==> src/rtl/write_back_pkg.sv <==
// Shared types and defaults for the write-back stage.
// No logic; constants and types only.
// Used by write_back and wb_arbiter.
package write_back_pkg;

  localparam int WB_XLEN         = 32;
  localparam int WB_FLUSH_CYCLES = 2;
  localparam int WB_STARVE_MAX   = 4;

  typedef enum logic {
    RUN   = 1'b0,
    FLUSH = 1'b1
  } wb_state_t;

  typedef struct packed {
    logic               valid;
    logic [4:0]         rd;
    logic [WB_XLEN-1:0] data;
  } wb_entry_t;

  // x0 is hardwired to zero, so an entry targeting it never writes or clears.
  function automatic logic wb_writes(input logic vld, input logic [4:0] rd);
    return vld && (rd != 5'd0);
  endfunction

endpackage

==> src/rtl/wb_arbiter.sv <==
// Two-input select between ALU and LSU entries; ALU wins unless the LSU has starved.
// Latency: combinational select; starve counter updates on the rising edge.
// Backpressure: the loser is simply not selected and must hold its entry.
module wb_arbiter
  import write_back_pkg::*;
#(
  parameter int STARVE_MAX = WB_STARVE_MAX
) (
  input  logic clk,
  input  logic rst_n,
  input  logic en,
  input  logic alu_vld,
  input  logic lsu_vld,
  output logic alu_sel,
  output logic lsu_sel
);

  localparam int              CW      = $clog2(STARVE_MAX + 1);
  localparam logic [CW-1:0]   CNT_MAX = CW'(STARVE_MAX);

  logic [CW-1:0] starve_q;
  logic          starved;

  assign starved = (starve_q == CNT_MAX);
  assign lsu_sel = en && lsu_vld && (!alu_vld || starved);
  assign alu_sel = en && alu_vld && !lsu_sel;

  // Count cycles the LSU waits; any cycle it is taken, drained or idle restarts the count.
  always_ff @(posedge clk or negedge rst_n) begin
    if (!rst_n) begin
      starve_q <= '0;
    end else if (!en || !lsu_vld || lsu_sel) begin
      starve_q <= '0;
    end else if (!starved) begin
      starve_q <= starve_q + 1'b1;
    end
  end

endmodule

==> src/rtl/write_back.sv <==
// Write-back stage: retires one ALU or LSU entry per cycle, writes the RF, handles redirects.
// Latency: consume is same-cycle; RF/clear/redirect outputs follow one cycle later.
// Backpressure: alu_ok_o/lsu_ok_o acknowledge entries; during a flush both are held high to drain.
module write_back
  import write_back_pkg::*;
#(
  parameter int xlen         = WB_XLEN,
  parameter int FLUSH_CYCLES = WB_FLUSH_CYCLES,
  parameter int STARVE_MAX   = WB_STARVE_MAX
) (
  input  logic            clk,
  input  logic            rst_n,
  input  logic            alu_valid_i,
  input  logic            alu_result_valid_i,
  input  logic [4:0]      alu_rd_i,
  input  logic [xlen-1:0] alu_result_i,
  input  logic            alu_target_valid_i,
  input  logic [xlen-1:0] alu_target_i,
  output logic            alu_ok_o,
  input  logic            lsu_valid_i,
  input  logic [4:0]      lsu_rd_i,
  input  logic [xlen-1:0] lsu_data_i,
  output logic            lsu_ok_o,
  output logic            rf_we_o,
  output logic [4:0]      rf_waddr_o,
  output logic [xlen-1:0] rf_wdata_o,
  output logic            clr_valid_o,
  output logic [4:0]      clr_rd_o,
  output logic            redirect_o,
  output logic [xlen-1:0] redirect_pc_o,
  output logic            flush_o,
  output logic [63:0]     instret_o
);

  localparam logic [2:0] FC_LAST = 3'(FLUSH_CYCLES - 1);

  wb_state_t       state_q, state_d;
  logic [2:0]      flush_cnt_q, flush_cnt_d;
  logic            arb_en, alu_sel, lsu_sel;
  logic            wr_vld, wr_en, retire, take_redirect;
  logic [4:0]      wr_rd;
  logic [xlen-1:0] wr_data;
  logic [63:0]     instret_q;

  assign arb_en    = (state_q == RUN);
  assign instret_o = instret_q;

  wb_arbiter #(
    .STARVE_MAX(STARVE_MAX)
  ) u_arb (
    .clk     (clk),
    .rst_n   (rst_n),
    .en      (arb_en),
    .alu_vld (alu_valid_i),
    .lsu_vld (lsu_valid_i),
    .alu_sel (alu_sel),
    .lsu_sel (lsu_sel)
  );

  // State and flush counter registers; reset aborts any flush in progress.
  always_ff @(posedge clk or negedge rst_n) begin
    if (!rst_n) begin
      state_q     <= RUN;
      flush_cnt_q <= '0;
    end else begin
      state_q     <= state_d;
      flush_cnt_q <= flush_cnt_d;
    end
  end

  // Next state and handshake outputs: a taken redirect enters FLUSH, which drains both inputs.
  always_comb begin
    state_d     = state_q;
    flush_cnt_d = flush_cnt_q;
    alu_ok_o    = 1'b0;
    lsu_ok_o    = 1'b0;
    flush_o     = 1'b0;
    case (state_q)
      RUN: begin
        alu_ok_o = alu_sel;
        lsu_ok_o = lsu_sel;
        if (alu_sel && alu_target_valid_i) begin
          state_d     = FLUSH;
          flush_cnt_d = '0;
        end
      end
      FLUSH: begin
        flush_o  = 1'b1;
        alu_ok_o = 1'b1;
        lsu_ok_o = 1'b1;
        if (flush_cnt_q == FC_LAST) begin
          state_d     = RUN;
          flush_cnt_d = '0;
        end else begin
          flush_cnt_d = flush_cnt_q + 3'd1;
        end
      end
      default: state_d = RUN;
    endcase
  end

  // Pick the write source; arbiter selects are exclusive and already gated off in FLUSH.
  always_comb begin
    wr_vld  = 1'b0;
    wr_rd   = '0;
    wr_data = '0;
    if (alu_sel && alu_result_valid_i) begin
      wr_vld  = 1'b1;
      wr_rd   = alu_rd_i;
      wr_data = alu_result_i;
    end else if (lsu_sel) begin
      wr_vld  = 1'b1;
      wr_rd   = lsu_rd_i;
      wr_data = lsu_data_i;
    end
    wr_en         = wb_writes(wr_vld, wr_rd);
    take_redirect = alu_sel && alu_target_valid_i;
    retire        = (alu_sel && (alu_result_valid_i || alu_target_valid_i)) || lsu_sel;
  end

  // Register the write, clear and redirect ports; idle fields are driven to zero.
  always_ff @(posedge clk or negedge rst_n) begin
    if (!rst_n) begin
      rf_we_o       <= 1'b0;
      rf_waddr_o    <= '0;
      rf_wdata_o    <= '0;
      clr_valid_o   <= 1'b0;
      clr_rd_o      <= '0;
      redirect_o    <= 1'b0;
      redirect_pc_o <= '0;
    end else begin
      rf_we_o       <= wr_en;
      rf_waddr_o    <= wr_en ? wr_rd : 5'd0;
      rf_wdata_o    <= wr_en ? wr_data : '0;
      clr_valid_o   <= wr_en;
      clr_rd_o      <= wr_en ? wr_rd : 5'd0;
      redirect_o    <= take_redirect;
      redirect_pc_o <= take_redirect ? alu_target_i : '0;
    end
  end

  // Retired-entry counter; wraps naturally at 2^64.
  always_ff @(posedge clk or negedge rst_n) begin
    if (!rst_n) begin
      instret_q <= '0;
    end else if (retire) begin
      instret_q <= instret_q + 64'd1;
    end
  end

endmodule
==> config.mk <==
export PLATFORM = sky130hd
export DESIGN_NAME = write_back
export DESIGN_NICKNAME = d
export VERILOG_FILES = /design/src/rtl/write_back_pkg.sv /design/src/rtl/wb_arbiter.sv /design/src/rtl/write_back.sv
export SDC_FILE = /design/constraint.sdc
export NUM_CORES = 1
export LEC_CHECK = 0
export BUFFER_PORTS_ARGS = -buffer_cell sky130_fd_sc_hd__buf_2
export CAP_MARGIN = 25
export CORE_MARGIN = 1.5
export CORE_UTILIZATION = 38
export CTS_BUF_LIST = sky130_fd_sc_hd__clkbuf_4 sky130_fd_sc_hd__clkbuf_8
export CTS_CLUSTER_SIZE = 10
export DETAILED_ROUTE_END_ITERATION = 10
export PLACE_DENSITY = 0.66
export REMOVE_ABC_BUFFERS = 1
export SLEW_MARGIN = 0
export SYNTH_ARGS = -nofsm -noshare
export SYNTH_HDL_FRONTEND = slang
export SYNTH_SLANG_ARGS = --single-unit
==> constraint.sdc <==
create_clock -name clk -period 1.92 [get_ports clk]
set_input_delay 0.192 -clock clk [delete_from_list [all_inputs] [get_ports clk]]
set_output_delay 0.192 -clock clk [all_outputs]
set_load 0.01 [all_outputs]
* Word level (Yosys, flattened, before mapping) *
Index checks and enable logic that the tools add are counted.

word-level totals
  bits in registers = 142
  output and inout port bits = 144

cells by class
  add/sub/neg operators = 3
  multiplexer cells = 20
  reductions and logical operators = 17
  equality and inequality tests = 4
  bitwise logic cells = 1

operator list
  operator                 number
  $mux W32                 4
  $add A64 B1 Y64 const B  1
  $mux W5                  3
  $mux W3                  4
  $logic_and A1 B1 Y1      8
  $add A3 B1 Y3 const B    2
  $pmux W1 S2              3
  $pmux W3 S2              1
  $logic_or A1 B1 Y1       5
  $mux W1                  5
  $reduce_bool A5 Y1       1
  $ne A2 B2 Y1 const B     2
  $eq A3 B1 Y1 const B     1
  $eq A3 B3 Y1 const B     1
  $logic_not A1 Y1         3
  $not A1 Y1               1

* Logic depth before layout (Yosys ltp) *
  depth in word-level cells = 10
  mapped depth = 8

* By module *
Synthesis repeated with hierarchy kept, for this count alone.

unflattened totals
  cells, all modules = 580
  area total of the unflattened synthesis = 6035.8 um^2

modules (own cells, without submodules)
  module      area an instance (um^2)  instances  cells an instance  seq. area each (um^2)
  write_back  5853.1                   1          561                3478.3
  wb_arbiter  182.7                    1          19                 75.1

* Worst setup path before layout *
Ideal clock, no wire load.

  path type = register -> register
  start = register instret_q[0] (netlist: instret_o[0])
  end = register instret_q[54] (netlist: instret_o[54])
  arrival time = 1.934 ns
  path buffers = 1
  stages on the path, launching flop included = 8
  path slack = -0.094 ns
  path through = dfrtp_1 > ha_1 > inv_1 > o32ai_4 > nand4_1 > buf_4 > nor4_1 > xor2_1

between the ends
  longest elaborated chain between the ends = 1

RTL lines
  what                    RTL line           source
  start, declared         write_back.sv:43   logic [63:0] instret_q;
  start signal, assigned  write_back.sv:147  instret_q <= instret_q + 64'd1;
  $add A64 B1 Y64         write_back.sv:147

Every way passes these cells.
A chain may end at the register's enable or synchronous reset.

* Worst setup path after layout *
  start = register u_arb.starve_q[1]
  end = register instret_q[58] (netlist: instret_o[58])

between the ends
  longest elaborated chain between the ends = 7

RTL lines
  what                     RTL line           source
  start, declared          wb_arbiter.sv:21   logic [CW-1:0] starve_q;
  start signal, assigned   wb_arbiter.sv:35   starve_q <= starve_q + 1'b1;
  $eq A3 B3 Y1 (*)         wb_arbiter.sv:24   assign starved = (starve_q == CNT_MAX);
  $logic_or A1 B1 Y1 (*)   wb_arbiter.sv:25   assign lsu_sel = en && lsu_vld && (!alu_vld || starved);
  $logic_and A1 B1 Y1 (*)  wb_arbiter.sv:25
  $logic_not A1 Y1         wb_arbiter.sv:26   assign alu_sel = en && alu_vld && !lsu_sel;
  $logic_and A1 B1 Y1      wb_arbiter.sv:26
  $logic_and A1 B1 Y1      write_back.sv:118  retire = (alu_sel && (alu_result_valid_i || alu_target_valid_i)) || lsu_sel;
  $logic_or A1 B1 Y1 (*)   write_back.sv:118

Mark *: on every way between the ends. The rest lies on a longest branch, timed or not.

==> metrics.md <==
| Metric | Value |
|---|---|
| Routed Antenna Nets | 0 |
| Outcome | finished with violations |
| Residual DRC count | 0 |
| Critical Path Slowest Stage Cell | dfrtp_1 |
| Vias in the first global route | 6007 |
| Num Clock Sinks | 142 |
| Fin util | 62.9% |
| Post-synthesis sequential area ratio | 57.3% |
| Slew Limit Fails | 0 |
| DP HPWL | 13900 µm |
| I/O Buffers | 255 |
| Final setup viols | 12 |
| Final WS setup | -0.0664 ns |
| Largest net degree at the start of global routing | 54 |
| PnR Total Power | 0.00780 W |
| Layout area overhead | 61.2% |
| Mean Syn Cell Area | 11.1 µm² |
| Max frequency | 0.503 GHz |
| Core Box Area | 0.0159 mm² |
| Routed length per instance | 17.6 µm |
| # H-tree levels | 4 |
| Clk_lat worst skew | 0.46 ns |
| Period utilisation layout | 103% |
| DRT iter0 DRCs | 435 |
| Netlist cell types | 45 |
| Peak supply drop | 0.000485 V |
| Crit Path Class | reg -> reg |
| Violated checks | setup timing |
| Root Buffer Master | clkbuf_8 |
| Flops & latches, synth | 142 |
| Chip height | 131 µm |
| Worst setup EP type | register |
| Post-synth EDFFs | 0 |
| Leakage power | 5.30 nW |
| Synth warn | 0 |
| Crit start category | register |
| Post-Syn Instances | 559 |
| Slew @ Worst Pin | 0.517 ns |
| Clock Path Buffers | 2 |
| Layout cell share with drive strength beyond 1 | 43.2% |
| Global route hottest layer | met2 |
| GPL Wtd Cong | 0.830 |
| Critical path buffers and inverters | 4 |
| Crit path max-delay family | buffers and inverters |
| Via count | 6204 |
| Post-synth ARST share | 100% |
| Global-route wire length before repair | 31600 µm |
| Vias per Instance | 5.13 |
| Die area | 0.0171 mm² |
| Worst path most repeated cell | buf_6 |
| Final Hold Vio Count | 0 |
| TritonCTS buffer count | 17 |
| Max-cap violation count | 0 |
| Max_slew headroom | 65.5% |
| Die W | 131 µm |
| Initial cell density of the core | 39.0% |
| Fin nets | 1095 |
| Drt first pass iters | 5 |
| Ports | 256 |
| GR Overflow Total | 0 |
| GR Util All Layers | 24.6% |
| Wirelength, routed | 21300 µm |
| Critical-path cell list | inv_1 > ha_2 > a21boi_2 > buf_4 > buf_6 > o32ai_4 > nand4_1 > buf_6 > nor4_2 > xor2_1 |
| Clock Skew | 0.0168 ns |
| CP arrival | 2.36 ns |
| Row Count | 46 |
| Setup TNS | -0.322 ns |
| Dominant synthesized flop cell | dfrtp_1 |
| Met2 global-route usage | 39.4% |
| CP peak stage delay | 0.40 ns |
| Fillcell total | 1243 |
| Area of the mapped netlist | 0.00620 mm² |
| CTS tree | done |
| CP Max Fanout | 11 |
| CP required | 2.30 ns |
| Clk slew on worst S/H paths | 0.08 ns |
| Min Tclk post-route | 1.99 ns |
| Initial antenna violation count | 1 |
| Worst hold path type | in -> reg |
| Pwr/cell area | 781 mW/mm² |
| Met3 usage | 7.74% |
| M1 GR Usage | 30.2% |
| Final hold slack | 0.0326 ns |
| RSZ-0062 raised after global routing | true |
[flip-flops by register name (all words and copies together) (netlist names)]
signal          count
instret_o          64
redirect_pc_o      32
rf_wdata_o         32
clr_rd_o            5
flush_cnt_q         3
u_arb.starve_q      3
clr_valid_o         1
redirect_o          1
state_q             1
[stage by stage]
stage                     setup WS, ns  area (µm²)  cells
final                          -0.0664        9990   1210
after global routing            -0.162        9990   1210
after CTS                      -0.0645        9670   1200
after detailed placement       -0.0814        8150   1066
after global placement          0.0178        8150   1066
after floorplan                  -1.61        6040    529
[logic make-up after synthesis]
kind of cell	synth area share, %
flip-flops	57.3
buffers and inverters	3.19
multiplexers	0.323
AND/OR/NAND/NOR	23.4
adder cells (fa/ha/maj)	0.606
XOR/XNOR	9.04
AO/OA/AOI/OAI	6.14
[cell type report]
cell class	instances	area [µm²]	area share, %
antenna	1	2.50	0.0251
inverter	10	37.5	0.376
sequential	142	3550	35.6
timing repair buffer	431	2950	29.5
tap	216	270	2.71
clock buffer	18	248	2.48
multi-input combinational	378	2790	27.9
clock inverter	14	146	1.47
[power by group]
group,switching [W],total [W],internal [W]
sequential,0.000158,0.00340,0.00324
combinational,0.00108,0.00200,0.000922
clock,0.00129,0.00239,0.00111
[cell usage in the layout (no fill, tap or decap), types with 5 or more instances in the layout]
master | synthesis | routed
a22oi_1 | 33 | 32
nand3_1 | 30 | 22
nor2_1 | 57 | 49
nor4_4 | 3 | 10
buf_4 | 7 | 64
xor2_1 | 35 | 35
nor4_2 | 4 | 6
nor2_4 | 0 | 6
nor4_1 | 14 | 5
buf_6 | 2 | 11
nand2_1 | 41 | 40
and3_1 | 41 | 40
dfrtp_1 | 142 | 142
nand3_2 | 2 | 10
inv_1 | 10 | 10
buf_2 | 5 | 252
nor3_1 | 19 | 11
xnor2_1 | 29 | 27
inv_6 | 0 | 7
a22o_1 | 5 | 5
clkbuf_8 | 0 | 18
nor3_4 | 0 | 5
nand4_1 | 25 | 25
dlygate4sd3_1 | 0 | 100
[synth_stat cells, types with 3 or more instances]
cell type  count  share of area [%]
nand3_1       30                2.4
and3_1        41                4.1
buf_2          5               0.40
xnor2_1       29                4.1
inv_1         10               0.61
clkbuf_1      15               0.91
and4_1         4               0.57
buf_4          7               0.85
ha_1           3               0.61
xor2_1        35                4.9
a22o_1         5               0.71
nor2_1        57                3.5
nor4_1        14                1.4
nor4_4         3                1.0
nor3_1        19                1.5
dfrtp_1      142                 57
nand2_1       41                2.5
a22oi_1       33                4.0
or2_2          3               0.30
o21ai_0        4               0.32
nand4_1       25                2.5
nor4_2         4               0.81
[layer usage]
layer | wire (µm) | up-vias
li1 | - | 2818
met1 | 8270 | 3005
met2 | 10300 | 316
met3 | 1760 | 65
met4 | 959 | 0
met5 | 0 | -
[worst paths after layout]
path | from | to | slack [ns] | cells past startpoint
worst min-delay path | alu_result_i[0] | rf_wdata_o[0] | 0.03 | 3
worst max register to register | u_arb.starve_q[1] | instret_o[58] | -0.07 | 10
worst max-delay path | u_arb.starve_q[1] | instret_o[58] | -0.07 | 10
min in group asynchronous | rst_n | instret_o[23] | 0.26 | 2
worst min register to register | instret_o[62] | instret_o[62] | 0.49 | 1
max in group asynchronous | rst_n | instret_o[10] | 0.95 | 3
[tightest hold or removal path, stage by stage]
cell,delay [ns]
buf_2,0.08
a22oi_1,0.08
nor2_1,0.09
[what timing repair did]
item | 4_1_cts | 5_1_grt
gates cloned | 0 | 1
hold buffers | 100 | 0
pin swaps | 2 | 30
buffers inserted | 2 | 8
endpoints found under the hold margin | 115 | 0
resized for setup | 24 | 49
setup endpoints to repair | 10 | 43
(Power assumes the default switching activity.)
